## config.mk

```make
export PLATFORM = sky130hd
export DESIGN_NAME = coin_credit_accumulator
export DESIGN_NICKNAME = d
export VERILOG_FILES = /design/src/rtl/coin_credit_accumulator.sv
export SDC_FILE = /design/constraint.sdc
export NUM_CORES = 1
export LEC_CHECK = 0
export BUFFER_PORTS_ARGS = -buffer_cell sky130_fd_sc_hd__buf_2
export CORE_MARGIN = 1
export CORE_UTILIZATION = 55
export CTS_BUF_LIST = sky130_fd_sc_hd__clkbuf_8
export DETAILED_ROUTE_END_ITERATION = 10
export GPL_ROUTABILITY_DRIVEN = 0
export HOLD_SLACK_MARGIN = 0.06
export PLACE_DENSITY = 0.76
export RECOVER_POWER = 100
export SLEW_MARGIN = 40
export SYNTH_ARGS = -nofsm -noshare
export SYNTH_HDL_FRONTEND = slang
export SYNTH_SLANG_ARGS = --single-unit
```

## constraint.sdc

```tcl
create_clock -name clk -period 4.1 [get_ports clk]
set_clock_uncertainty 0.15 [all_clocks]
set_input_delay 0.615 -clock clk [delete_from_list [all_inputs] [get_ports clk]]
set_output_delay 0.615 -clock clk [all_outputs]
set_load 0.005 [all_outputs]
```

## src/rtl/coin_credit_accumulator.sv

```systemverilog
// Coin credit accumulator: collects coins, vends against a price, then pays change back in units of 5.
// Optional idle auto-refund in COLLECT is built when CREDIT_TIMEOUT_EN is defined.
module coin_credit_accumulator #(
    parameter logic [7:0] MAX_CREDIT     = 8'd200,
    parameter logic [7:0] TIMEOUT_CYCLES = 8'd255
) (
    input  logic       clk,
    input  logic       reset,
    input  logic       coin_valid,
    input  logic [1:0] coin_type,
    input  logic       select,
    input  logic [7:0] price,
    input  logic       cancel,
    input  logic       change_ack,
    output logic       coin_ready,
    output logic       coin_reject,
    output logic [7:0] credit_out,
    output logic       vend,
    output logic       insufficient,
    output logic       change_req,
    output logic [7:0] change_value
);

    typedef enum logic [1:0] {
        S_IDLE    = 2'd0,
        S_COLLECT = 2'd1,
        S_VEND    = 2'd2,
        S_REFUND  = 2'd3
    } state_t;

    function automatic logic [7:0] coin_value(input logic [1:0] code);
        logic [7:0] val;
        case (code)
            2'b00:   val = 8'd5;
            2'b01:   val = 8'd10;
            2'b10:   val = 8'd25;
            default: val = 8'd0;
        endcase
        return val;
    endfunction

    function automatic logic [7:0] min_unit(input logic [7:0] credit);
        logic [7:0] unit;
        if (credit < 8'd5) begin
            unit = credit;
        end else begin
            unit = 8'd5;
        end
        return unit;
    endfunction

    state_t     state_q, state_d;
    logic [7:0] credit_q, credit_d;
    logic       coin_ready_q, coin_ready_d;
    logic       coin_reject_q, coin_reject_d;
    logic       vend_q, vend_d;
    logic       insufficient_q, insufficient_d;
    logic       change_req_q, change_req_d;
    logic [7:0] change_value_q, change_value_d;

    logic       coin_ok_s;
    logic [7:0] coin_val_s;
    logic [8:0] sum_s;
    logic [7:0] refund_left_s;
    logic       timeout_s;

    assign coin_ok_s     = (coin_type != 2'b11);
    assign coin_val_s    = coin_value(coin_type);
    // 9-bit sum so a coin near the ceiling cannot wrap past it
    assign sum_s         = {1'b0, credit_q} + {1'b0, coin_val_s};
    assign refund_left_s = credit_q - change_value_q;

`ifdef CREDIT_TIMEOUT_EN
    logic [7:0] idle_cnt_q, idle_cnt_d;

    assign timeout_s = (state_q == S_COLLECT) && (idle_cnt_q == TIMEOUT_CYCLES);

    // Idle counter restarts outside COLLECT, on a credited coin, or on an insufficient select
    always_comb begin
        idle_cnt_d = idle_cnt_q + 8'd1;
        if ((state_q != S_COLLECT) || insufficient_d || (credit_d != credit_q)) begin
            idle_cnt_d = 8'd0;
        end else begin
            idle_cnt_d = idle_cnt_q + 8'd1;
        end
    end

    // Idle counter register
    always_ff @(posedge clk) begin
        if (!reset) begin
            idle_cnt_q <= 8'd0;
        end else begin
            idle_cnt_q <= idle_cnt_d;
        end
    end
`else
    assign timeout_s = 1'b0;
`endif

    // Next-state, credit and strobe decode
    always_comb begin
        state_d        = state_q;
        credit_d       = credit_q;
        coin_reject_d  = 1'b0;
        insufficient_d = 1'b0;
        case (state_q)
            S_IDLE: begin
                if (coin_valid && coin_ok_s) begin
                    credit_d = coin_val_s;
                    state_d  = S_COLLECT;
                end else begin
                    coin_reject_d = coin_valid;
                end
            end
            S_COLLECT: begin
                if (cancel || timeout_s) begin
                    coin_reject_d = coin_valid;
                    state_d       = S_REFUND;
                end else if (select) begin
                    coin_reject_d = coin_valid;
                    if (credit_q >= price) begin
                        credit_d = credit_q - price;
                        state_d  = S_VEND;
                    end else begin
                        insufficient_d = 1'b1;
                    end
                end else if (coin_valid) begin
                    if (coin_ok_s && (sum_s <= {1'b0, MAX_CREDIT})) begin
                        credit_d = sum_s[7:0];
                    end else begin
                        coin_reject_d = 1'b1;
                    end
                end else begin
                    state_d = S_COLLECT;
                end
            end
            S_VEND: begin
                coin_reject_d = coin_valid;
                if (credit_q != 8'd0) begin
                    state_d = S_REFUND;
                end else begin
                    state_d = S_IDLE;
                end
            end
            S_REFUND: begin
                coin_reject_d = coin_valid;
                if (change_ack) begin
                    credit_d = refund_left_s;
                    if (refund_left_s == 8'd0) begin
                        state_d = S_IDLE;
                    end else begin
                        state_d = S_REFUND;
                    end
                end else begin
                    state_d = S_REFUND;
                end
            end
            default: begin
                state_d  = S_IDLE;
                credit_d = 8'd0;
            end
        endcase
    end

    // Outputs are a function of the state being entered, so they appear with it
    always_comb begin
        vend_d         = (state_d == S_VEND);
        change_req_d   = (state_d == S_REFUND);
        coin_ready_d   = (state_d == S_IDLE) || (state_d == S_COLLECT);
        change_value_d = 8'd0;
        if (state_d == S_REFUND) begin
            change_value_d = min_unit(credit_d);
        end else begin
            change_value_d = 8'd0;
        end
    end

    // State and output registers
    always_ff @(posedge clk) begin
        if (!reset) begin
            state_q        <= S_IDLE;
            credit_q       <= 8'd0;
            coin_ready_q   <= 1'b1;
            coin_reject_q  <= 1'b0;
            vend_q         <= 1'b0;
            insufficient_q <= 1'b0;
            change_req_q   <= 1'b0;
            change_value_q <= 8'd0;
        end else begin
            state_q        <= state_d;
            credit_q       <= credit_d;
            coin_ready_q   <= coin_ready_d;
            coin_reject_q  <= coin_reject_d;
            vend_q         <= vend_d;
            insufficient_q <= insufficient_d;
            change_req_q   <= change_req_d;
            change_value_q <= change_value_d;
        end
    end

    assign coin_ready   = coin_ready_q;
    assign coin_reject  = coin_reject_q;
    assign credit_out   = credit_q;
    assign vend         = vend_q;
    assign insufficient = insufficient_q;
    assign change_req   = change_req_q;
    assign change_value = change_value_q;

endmodule

```

======== Word-level counts from Yosys, hierarchy flattened ========
Index checks and enable logic that the tools add are counted.
operators by class
  add/subtract/negate cells ............... 3
  order comparisons ....................... 3
  eq/ne operators ......................... 9
  muxes and demuxes ....................... 26
  bitwise logic cells ..................... 3
  reduce and logical (&&, ||, !) cells .... 12
operator list
  cell                                                            count
  two-way mux 8 bit                                               7
  one-hot mux 8 bit (3 select lines)                              1
  two-way mux 2 bit                                               8
  subtractor 8 bit                                                2
  one-hot mux 5 bit (3 select lines)                              1
  == test 2 bit, second input constant                            5
  adder 8 x 8 -> 9 bit                                            1
  less-or-equal comparator 9 x 8 -> 1 bit, second input constant  1
  greater-or-equal comparator 8 bit                               1
  logical NOT 8 bit                                               1
  < comparator 8 x 3 -> 1 bit, second input constant              1
  one-hot mux 2 bit (4 select lines)                              1
  nonzero test 8 bit                                              1
  == test 2 x 1 -> 1 bit, second input constant                   3
  logical NOT 2 bit                                               3
  two-way mux 1 bit                                               6
  OR reduction 4 bit                                              1
  two-way mux 3 bit                                               1
  NOT 1 bit                                                       3
  one-hot mux 1 bit (3 select lines)                              1
  AND reduction 3 bit                                             1
  logical AND 1 bit                                               2
  != test 2 bit, second input constant                            1
  AND reduction 2 bit                                             1
  other kinds (2)                                                 2
storage, ports and cells
  bits in registers ....................... 23
  input port bits ......................... 16
  logic and storage cells ................. 65

======== Depth between registers and ports, before layout ========
Gate-level depths: netlist of the first run.
  depth after elaboration ................. 12
  mapped depth ............................ 14

======== Worst setup path after synthesis of the first run ========
Ideal clock, no wire load.
  path type ............................... in2reg
  from .................................... in coin_type[1]
  to ...................................... reg change_value_q[1] (netlist: change_value[1])
  library setup time ...................... 0.060 ns
  data arrival time ....................... 3.147 ns
  data required time ...................... 3.890 ns
  setup slack ............................. 0.743 ns
  cell stages on the path ................. 12
  path buffers ............................ 0
  path through ............................ inv_1 -> ha_1 -> fa_1 -> a21o_1 -> a21oi_1 -> xor2_1 -> o221a_2 -> o21ai_2 -> or2_2 -> a31o_2 -> nor4_2 -> and3_1
on the way
  longest elaborated chain between the ends .. 12
  elaborated cells on any way between the ends .. 20
  classes of those cells .................. add/sub: 1; order compare: 2; eq/ne: 4; mux: 9; reduce/logical: 4
RTL lines
  element                                  RTL line  text
  start: declaration                       10        input logic [1:0] coin_type,
  == test 2 bit (tied with other cells)    33        case (code)
  one-hot mux 5 bit (3 select lines)       33
  adder 8 x 8 -> 9 bit                     70        assign sum_s = {1'b0, credit_q} + {1'b0, coin_val_s};
  less-or-equal comparator 9 x 8 -> 1 bit  128       if (coin_ok_s && (sum_s <= {1'b0, MAX_CREDIT})) begin
  logical AND 1 bit                        128
  two-way mux 8 bit                        128
  two-way mux 8 bit                        127       end else if (coin_valid) begin
  two-way mux 8 bit                        119       end else if (select) begin
  two-way mux 8 bit                        116       if (cancel || timeout_s) begin
  one-hot mux 8 bit (3 select lines)       106       case (state_q)
  < comparator 8 x 3 -> 1 bit              44        if (credit < 8'd5) begin
  AND reduction 3 bit (no source line)     --
  end signal: assignment                   197       change_value_q <= change_value_d;
  end: declaration                         59        logic [7:0] change_value_q, change_value_d;
Parallel ways exist; a longest one is shown, timed or not.
A chain may end at the register's enable or synchronous reset.

======== Final worst setup path of the first run ========
  from .................................... reg credit_q[0] (netlist: credit_out[0])
  to ...................................... reg change_value_q[1] (netlist: change_value[1])
on the way
  longest elaborated chain between the ends .. 10
  elaborated cells on any way between the ends .. 26
  classes of those cells .................. add/sub: 3; order compare: 3; eq/ne: 1; mux: 15; reduce/logical: 4
RTL lines
  element                                  RTL line  text
  start: declaration                       53        logic [7:0] credit_q, credit_d;
  start signal: assignment                 191       credit_q <= credit_d;
  adder 8 x 8 -> 9 bit                     70
  less-or-equal comparator 9 x 8 -> 1 bit  128
  logical AND 1 bit                        128
  two-way mux 8 bit                        128
  two-way mux 8 bit                        127
  two-way mux 8 bit                        119
  two-way mux 8 bit                        116
  one-hot mux 8 bit (3 select lines)       106
  < comparator 8 x 3 -> 1 bit              44
  AND reduction 3 bit (no source line)     --
Parallel ways exist; a longest one is shown, timed or not.

==> flow_metrics.tcl, run 1 <==
set metrics [dict create \
    cts.reportedPaths.clkPinSlew_ns 0.08 \
    grt_pass1_wl_mm 12.0 \
    fin_setup_tns_ns 0 \
    synthFlopType "dfxtp_1" \
    irDropWorstVdd_mv 0.177 \
    fp.dieH_um 70.9 \
    io_pins 37 \
    synthArstFlopShare 0 \
    fin_util 0.644 \
    yosysWarningCount 0 \
    cp_common_cell "inv_1" \
    via_per_inst 6.34 \
    synth_top_area_share 0.176 \
    worstPathMaxFanout 9 \
    crit_path_end "change_value[1]" \
    vias 2753 \
    rows 24 \
    cts_buffers 3 \
    areaGrowthSynthToFinish_pct 10.2 \
    nNetsFinal 428 \
    synth_largest_area_cell "dfxtp_1" \
    hold_class "input port to flop" \
    startpoint_type "flop" \
    drtAntennaViolNets 0 \
    die-area_mm2 0.00503 \
    hold_violations 0 \
    cts-hold-fix-buffers 0 \
    cap_violations 0 \
    hpwlAfterDp_mm 5.59 \
    synth-xor-area-share 0.0369 \
    root_buffer "clkbuf_8" \
    routed_wl_mm 7.21 \
    wl_per_cell_um 16.6 \
    synth_area_leaders "dfxtp_1 (18%), ha_1 (12%), nor2_1 (5.7%)" \
    synth_compound_gate_area_share 0.323 \
    synthSimpleGateAreaFrac 0.238 \
    slew_viol_final 0 \
    reg2reg_depth 12 \
    r2r_start "credit_out[0]" \
    postSynthCellCount 346 \
    synth_fa_ha_area_frac 0.148 \
    io_buffers 36 \
    n_antenna_cell 0 \
    synthTopCellsByCount "nor2_1 (40), inv_1 (32), ha_1 (26)" \
    layout-drive-gt1-share 0.152 \
    drt_first_pass_iters 9 \
    postCtsSetupBuffers 0 \
    grt_pass1_vias 2476 \
    outcome "complete, no violations" \
    worstSkewPairLatency_ns 0.26 \
    clk_path_buf_depth 2 \
    max_freq_ghz 0.268 \
    synth.most_common_cell "nor2_1" \
    dieWidth_um 70.9 \
    syn_area_per_cell_um2 7.55 \
    cellPowerDensity_mw_per_mm2 265 \
    first_iter_violations 327 \
    grt_overflow 0 \
    worstMarginPinSlew_ns 0.749 \
    maxSlewHeadroom 0.500 \
    critPathLaunch "credit_out[0]" \
    yosysSeqAreaShare 0.176 \
    antenna_found_initial 0 \
    r2r_slack_ns 0.37 \
    cp-end-kind "flop" \
    fin_crit_sh 0.910 \
    synth_seq_cells 23 \
    rsz0062_at_grt "false" \
    cts_sinks 23 \
    r2r_end "change_value[1]" \
    setup-violations-final 0 \
    slowest_delay_ns 0.64 \
    grt_max_degree 22 \
    initial_core_util 0.584 \
    p_leak_uw 0.00135 \
    muxShareOfSynthArea 0.00814 \
    synth_top_family_by_area "compound AO/OA/AOI/OAI gates" \
    critical_path.slowest_cell "a22oi_1" \
    crit_type "flop to flop" \
    cts-htree-levels 1 \
    syn_area_mm2 0.00261 \
    finalCriticalPeriod_ns 3.73 \
    drcViolationCount 0 \
    critPathArrivalTime_ns 3.80 \
    path_cells "inv_1 -> ha_1 -> inv_1 -> fa_1 -> a211oi_1 -> o21ai_1 -> a22oi_1 -> nor2_1 -> a222oi_1 -> o221ai_1 -> nor4_2 -> and3_1" \
    coreArea_mm2 0.00447 \
    ctsResizeCount 0 \
    track_usage 0.300 \
    synth_cell_types 74 \
    cts_tree "done" \
    synth-edff-count 0 \
    worstPathRequired_ns 4.16 \
]
-- placed cells by master (no fill, tap or decap), drive strengths merged, types with 8 or more instances in the layout --
master and count:
o21ai 24, clkbuf 9, a21oi 21, inv 33, nor2 40, a211oi 13
ha 26, dfxtp 23, xnor2 8, buf 34, nand2 16, nor3 11
-- stage by stage --
stage,hold slack (ns),cells,power (uW),area [um2],setup slack [ns]
after floorplan,0.467,350,522,2630,0.743
after global placement,0.559,430,613,2850,0.291
after detailed placement,0.574,430,618,2850,0.220
after CTS,0.443,434,761,2900,0.471
after global routing,0.454,434,815,2880,0.105
final,0.447,434,763,2880,0.367
-- state kept, by name (all words and copies together) (netlist names) --
register,count
change_req,1
change_value,8
coin_ready,1
coin_reject,1
credit_out,8
insufficient,1
state_q,2
vend,1
-- worst min path at each step --
stage / to / start / cells past startpoint / slack (ns)
floorplan: credit_out[3] / credit_out[3] / 2 / 0.47
global placement: coin_reject / state_q[1] / 2 / 0.56
detailed placement: coin_reject / state_q[1] / 2 / 0.57
CTS: coin_reject / coin_valid / 3 / 0.44
global route: coin_reject / coin_valid / 3 / 0.45
finish: coin_reject / coin_valid / 3 / 0.45
-- per-layer routing --
metal / vias to the layer above / GRT usage / wire length (um)
met5: - / 0 / 0
met4: 0 / 0.0711 / 122
met3: 13 / 0.0513 / 652
met2: 168 / 0.491 / 3230
met1: 1237 / 0.414 / 3210
li1: 1335 / - / -
-- critical path, delay by kind of cell, from the launching register on --
kind,cells,cell delay (ns)
compound gates,5,1.74
fa+ha+maj,2,0.63
buf+inv,2,0.20
flops,1,0.32
simple gates,3,0.64
-- final cells by class --
type / count / area (um2)
tap: 52 / 65.1
multi-input combinational: 281 / 1980
sequential: 23 / 460
clock buffer: 3 / 41.3
fill: 397 / 1590
clock inverter: 1 / 5.00
timing repair buffer: 40 / 198
inverter: 34 / 128
-- cells by family after synthesis --
| family | Yosys count |
|---|---|
| compound gates | 117 |
| simple gates | 117 |
| buf+inv | 46 |
| fa+ha+maj | 29 |
| flops | 23 |
| xor+xnor | 11 |
| mux | 2 |
| other cells | 1 |
-- power breakdown --
group / internal (uW) / switching [uW] / total, uW
sequential: 237 / 26.5 / 264
combinational: 146 / 211 / 357
clock: 67.9 / 74.2 / 142
total: 451 / 312 / 763
Power figures use the tool's default switching activity.
==> run 2: changes to the inputs <==
--- a/config.mk
+++ b/config.mk
@@ -12,8 +12,9 @@
 export DETAILED_ROUTE_END_ITERATION = 10
 export GPL_ROUTABILITY_DRIVEN = 0
 export HOLD_SLACK_MARGIN = 0.06
-export PLACE_DENSITY = 0.76
+export PLACE_DENSITY_LB_ADDON = 0.3
 export RECOVER_POWER = 100
+export SKIP_CTS_REPAIR_TIMING = 1
 export SLEW_MARGIN = 40
 export SYNTH_ARGS = -nofsm -noshare
 export SYNTH_HDL_FRONTEND = slang
==> run 2 against run 1 <==
  * Global-route usage down 1.5 points
  * Hold slack improved by 0.0055 ns
  * Power shrank 1.6%
  * Non-clock buffer count decreased by 2
  * Setup slack better by 0.0038 ns
  * Critical path type unchanged
==> flow_metrics.tcl, run 2 (synthesis gave the netlist of run 1 again) <==
set metrics [dict create \
    hold_depth 3 \
    design_area_mm2 0.00286 \
    net-switching-power_uw 303 \
    place_inst 428 \
    reg2reg_depth 12 \
    rows 24 \
    via_per_inst 6.38 \
    fill_cells 446 \
    slew_viol_final 0 \
    drt_first_pass_iters 7 \
    grt_overflow 0 \
    worstMarginPinSlew_ns 0.747 \
    startpoint_type "flop" \
    min-delay-start "coin_valid" \
    worstPathRequired_ns 4.16 \
    r2r_slack_ns 0.37 \
    critical_path.top_delay_family "compound AO/OA/AOI/OAI gates" \
    stdcell_count 432 \
    critical_path.slowest_cell "a22oi_1" \
    dieWidth_um 70.9 \
    layout-drive-gt1-share 0.139 \
    vias 2757 \
    final_cell_mix "nor2_1 (40), inv_1 (33), buf_2 (31), ha_1 (26), dfxtp_1 (23)" \
    grt_pass1_wl_mm 11.5 \
    r2r_end "change_value[1]" \
    cellPowerDensity_mw_per_mm2 262 \
    slowest_delay_ns 0.66 \
    p_int_uw 448 \
    grt_pass1_vias 2483 \
    hold_class "input port to flop" \
    drcViolationCount 0 \
    fin_crit_sh 0.910 \
    io_pins 37 \
    coreArea_mm2 0.00447 \
    routed_wl_mm 7.04 \
    io_buffers 36 \
    initial_core_util 0.584 \
    whs_ns 0.453 \
    cts-htree-levels 1 \
    min_to "coin_reject" \
    cp-end-kind "flop" \
    worstSkewPairLatency_ns 0.26 \
    die-area_mm2 0.00503 \
    setup-violations-final 0 \
    rsz0062_at_grt "false" \
    cts_sinks 23 \
    track_usage 0.286 \
    layout_commonest_cell "nor2_1" \
    hpwlAfterDp_mm 5.47 \
    outcome "complete, no violations" \
    path_cells "inv_1 -> ha_1 -> inv_1 -> fa_1 -> a211oi_1 -> o21ai_0 -> a22oi_1 -> nor2_1 -> a222oi_1 -> o221ai_1 -> nor4_2 -> and3_1" \
    maxSlewHeadroom 0.502 \
    antenna_found_initial 0 \
    cap_violations 0 \
    r2r_start "credit_out[0]" \
    grt_max_degree 22 \
    root_buffer "clkbuf_8" \
    crit_type "flop to flop" \
    cts_buffers 3 \
    total_power_uw 751 \
    nNetsFinal 426 \
    n_antenna_cell 0 \
    cts_tree "done" \
    crit_buf_inv 2 \
    cts.reportedPaths.clkPinSlew_ns 0.08 \
    wl_per_cell_um 16.3 \
    max_freq_ghz 0.268 \
    critPathArrivalTime_ns 3.79 \
    seq_power_share 0.354 \
    hold_violations 0 \
    clock_power_share 0.185 \
    clk_path_buf_depth 2 \
    irDropWorstVdd_mv 0.179 \
    pwr-share-comb 0.461 \
    first_iter_violations 215 \
    dpl_cell_area_mm2 0.00284 \
    areaGrowthSynthToFinish_pct 9.48 \
    fin_setup_tns_ns 0 \
    fp.dieH_um 70.9 \
    cp_common_cell "inv_1" \
    swShare 0.403 \
    worstPathMaxFanout 9 \
    p_leak_uw 0.00133 \
    finalCriticalPeriod_ns 3.73 \
    drtAntennaViolNets 0 \
]
## run 2: cell types whose count changed in the layout (fill, tap and decap cells not counted)
cell      before  now
buf_2         32   31
o21bai_2       2    1
o21ai_0       19   20
and2_0         1    2
buf_1          0    1
o21ai_1        4    3
o221a_1        0    1
and2_1         3    2
buf_4          2    0
o21bai_1       4    5
o221a_2        1    0
## run 2: layer usage
layer,vias to the layer above,track usage,share of wire
li1,1329,-,-
met4,0,0.0756,0.020
met1,1239,0.397,0.43
met5,-,0,0
met3,22,0.0513,0.098
met2,167,0.457,0.45
## run 2: worst max-delay path by stage
stage,startpoint,end,cells past startpoint
floorplan,coin_type[1],change_value[1],12
global placement,coin_type[0],change_value[1],13
detailed placement,coin_type[0],change_value[1],13
CTS,coin_type[0],change_value[1],13
global route,credit_out[0],change_value[1],12
finish,credit_out[0],change_value[1],12
## run 2: area by class of cell
| cell class | count | area (um2) | area share |
|---|---|---|---|
| multi-input cells | 281 | 1980 | 0.692 |
| well taps | 52 | 65.1 | 0.0227 |
| inverters | 34 | 128 | 0.0446 |
| repair buffers | 38 | 181 | 0.0634 |
| clock buffers | 3 | 41.3 | 0.0144 |
| flip-flops and latches | 23 | 460 | 0.161 |
| clock inverters | 1 | 5.00 | 0.00175 |
## run 2: power by group through the flow
stage / Clock [uW] / Sequential (uW) / Combinational (uW)
4_1_cts: 144 / 264 / 346
5_1_grt: 151 / 268 / 384
3_5_place_dp: 0 / 269 / 342
2_1_floorplan: 0 / 258 / 264
6_report: 139 / 266 / 346
3_3_place_gp: 0 / 269 / 340
## run 2: worst register-to-register path: stages, from the launching register on
cell and delay, ns:
dfxtp_1 0.31, inv_1 0.15, ha_1 0.21, inv_1 0.06
fa_1 0.43, a211oi_1 0.29, o21ai_0 0.21, a22oi_1 0.66
nor2_1 0.09, a222oi_1 0.33, o221ai_1 0.28, nor4_2 0.33
and3_1 0.19
## run 2: stage by stage
| stage | util | setup WS, ns |
|---|---|---|
| floorplan | - | 0.743 |
| global route | 0.639 | 0.154 |
| CTS | 0.644 | 0.499 |
| global placement | 0.634 | 0.303 |
| detailed placement | 0.634 | 0.227 |
| finish | 0.639 | 0.371 |
==> run 3: changes to the inputs <==
--- a/config.mk
+++ b/config.mk
@@ -7,7 +7,7 @@
 export LEC_CHECK = 0
 export BUFFER_PORTS_ARGS = -buffer_cell sky130_fd_sc_hd__buf_2
 export CORE_MARGIN = 1
-export CORE_UTILIZATION = 55
+export CORE_UTILIZATION = 40
 export CTS_BUF_LIST = sky130_fd_sc_hd__clkbuf_8
 export DETAILED_ROUTE_END_ITERATION = 10
 export GPL_ROUTABILITY_DRIVEN = 0
==> run 3 against run 2 <==
  * Sequential cell count unchanged
  * Routed wire length up 3.6%
  * Critical endpoint unchanged
  * Sequential power about the same
==> flow_metrics.tcl, run 3 (synthesis gave the netlist of run 1 again) <==
set metrics [dict create \
    cts-htree-levels 1 \
    rsz0062_at_grt "false" \
    hold_class "input port to flop" \
    grt_pass1_vias 2540 \
    critPathLaunch "coin_type[0]" \
    net-switching-power_uw 310 \
    seqCellArea_um2 460 \
    io_pins 37 \
    grt_max_degree 22 \
    antenna_found_initial 0 \
    cts.reportedPaths.clkPinSlew_ns 0.08 \
    drtAntennaViolNets 0 \
    max_freq_ghz 0.271 \
    fill_cells 687 \
    cts_buffers 3 \
    grt_overflow 0 \
    wl_met3_um 517 \
    via_per_inst 5.90 \
    clock_power_share 0.195 \
    cts_sinks 23 \
    critPathArrivalTime_ns 3.75 \
    irDropWorstVdd_mv 0.155 \
    cp-end-kind "flop" \
    whs_ns 0.447 \
    p_int_uw 448 \
    root_buffer "clkbuf_8" \
    grt_pass1_wl_mm 12.0 \
    nNetsFinal 428 \
    pwr-share-comb 0.455 \
    areaGrowthSynthToFinish_pct 11.0 \
    dieWidth_um 82.8 \
    drt_first_pass_iters 5 \
    dr_wl_met2_mm 3.30 \
    crit_path_end "change_value[1]" \
    worstPathMaxFanout 6 \
    worstMarginPinSlew_ns 0.661 \
    worstSkewPairLatency_ns 0.28 \
    cap_violations 0 \
    die-area_mm2 0.00686 \
    clk_path_buf_depth 2 \
    setup-violations-final 0 \
    fin_crit_sh 0.899 \
    drt-met1-wl_mm 3.25 \
    vias 2709 \
    drcViolationCount 0 \
    routed_wl_mm 7.30 \
    fin_setup_tns_ns 0 \
    rows 29 \
    wl_per_cell_um 15.9 \
    coreArea_mm2 0.00631 \
    cellPowerDensity_mw_per_mm2 261 \
    worstPathRequired_ns 4.16 \
    reg2reg_depth 14 \
    outcome "complete, no violations" \
    r2r_end "change_value[1]" \
    io_buffers 36 \
    multi_input_area_mm2 0.00197 \
    seq_power_share 0.350 \
    layout-drive-gt1-share 0.139 \
    n_antenna_cell 0 \
    finalCriticalPeriod_ns 3.68 \
    final_cell_mix "nor2_1 (40), inv_1 (33), buf_2 (32), ha_1 (26), dfxtp_1 (23)" \
    r2r_slack_ns 0.44 \
    p_leak_uw 0.00133 \
    first_iter_violations 293 \
    startpoint_type "input port" \
    fp.dieH_um 82.8 \
    track_usage 0.215 \
    initial_core_util 0.414 \
    cts_tree "done" \
    hpwlAfterDp_mm 5.79 \
    r2r_start "credit_out[0]" \
    slew_viol_final 0 \
    crit_type "input port to flop" \
    hold_violations 0 \
    layout_commonest_cell "nor2_1" \
    swShare 0.409 \
    maxSlewHeadroom 0.560 \
    top_layer_used "met4" \
]
run 3: worst min path at each step:
stage                  startpoint            end  slack (ns)  cells past startpoint
floorplan           credit_out[3]  credit_out[3]        0.47                      2
global placement       state_q[1]    coin_reject        0.56                      2
detailed placement     state_q[1]    coin_reject        0.56                      2
CTS                    coin_valid    coin_reject        0.44                      3
global route           coin_valid    coin_reject        0.45                      3
finish                 coin_valid    coin_reject        0.45                      3
run 3: critical path, stage by stage:
cell	delay (ns)
buf_2	0.12
inv_1	0.14
ha_1	0.28
ha_1	0.39
nand2_1	0.11
nor3_2	0.25
nor3_1	0.11
o221a_1	0.36
o2111a_1	0.28
a211oi_1	0.37
nand4_1	0.28
nor4_2	0.25
and3_1	0.20
run 3: metrics by stage:
stage	util	setup WS (ns)	total power, uW	instances	area, um2
floorplan	-	0.743	522	350	2630
global placement	0.457	0.268	615	455	2880
detailed placement	0.457	0.223	617	455	2880
CTS	0.464	0.495	767	459	2930
global route	0.459	0.183	814	459	2900
finish	0.459	0.416	758	459	2900
run 3: power groups by stage:
stage | Clock [uW] | Combinational, uW | Sequential [uW]
2_1_floorplan | 0 | 264 | 258
3_3_place_gp | 0 | 345 | 270
4_1_cts | 153 | 349 | 265
6_report | 148 | 345 | 265
5_1_grt | 162 | 385 | 268
3_5_place_dp | 0 | 346 | 270
run 3: per-layer routing:
layer | vias up | global-route usage
li1 | 1332 | -
met1 | 1240 | 0.285
met2 | 116 | 0.344
met3 | 21 | 0.0437
met4 | 0 | 0.0831
met5 | - | 0
run 3: layout make-up:
| type | instances | share of cell area |
|---|---|---|
| Multi-Input combinational cell | 281 | 0.680 |
| Sequential cell | 23 | 0.159 |
| Timing Repair Buffer | 40 | 0.0669 |
| Inverter | 34 | 0.0440 |
| Tap cell | 77 | 0.0332 |
| Clock buffer | 3 | 0.0142 |
| Clock inverter | 1 | 0.00259 |
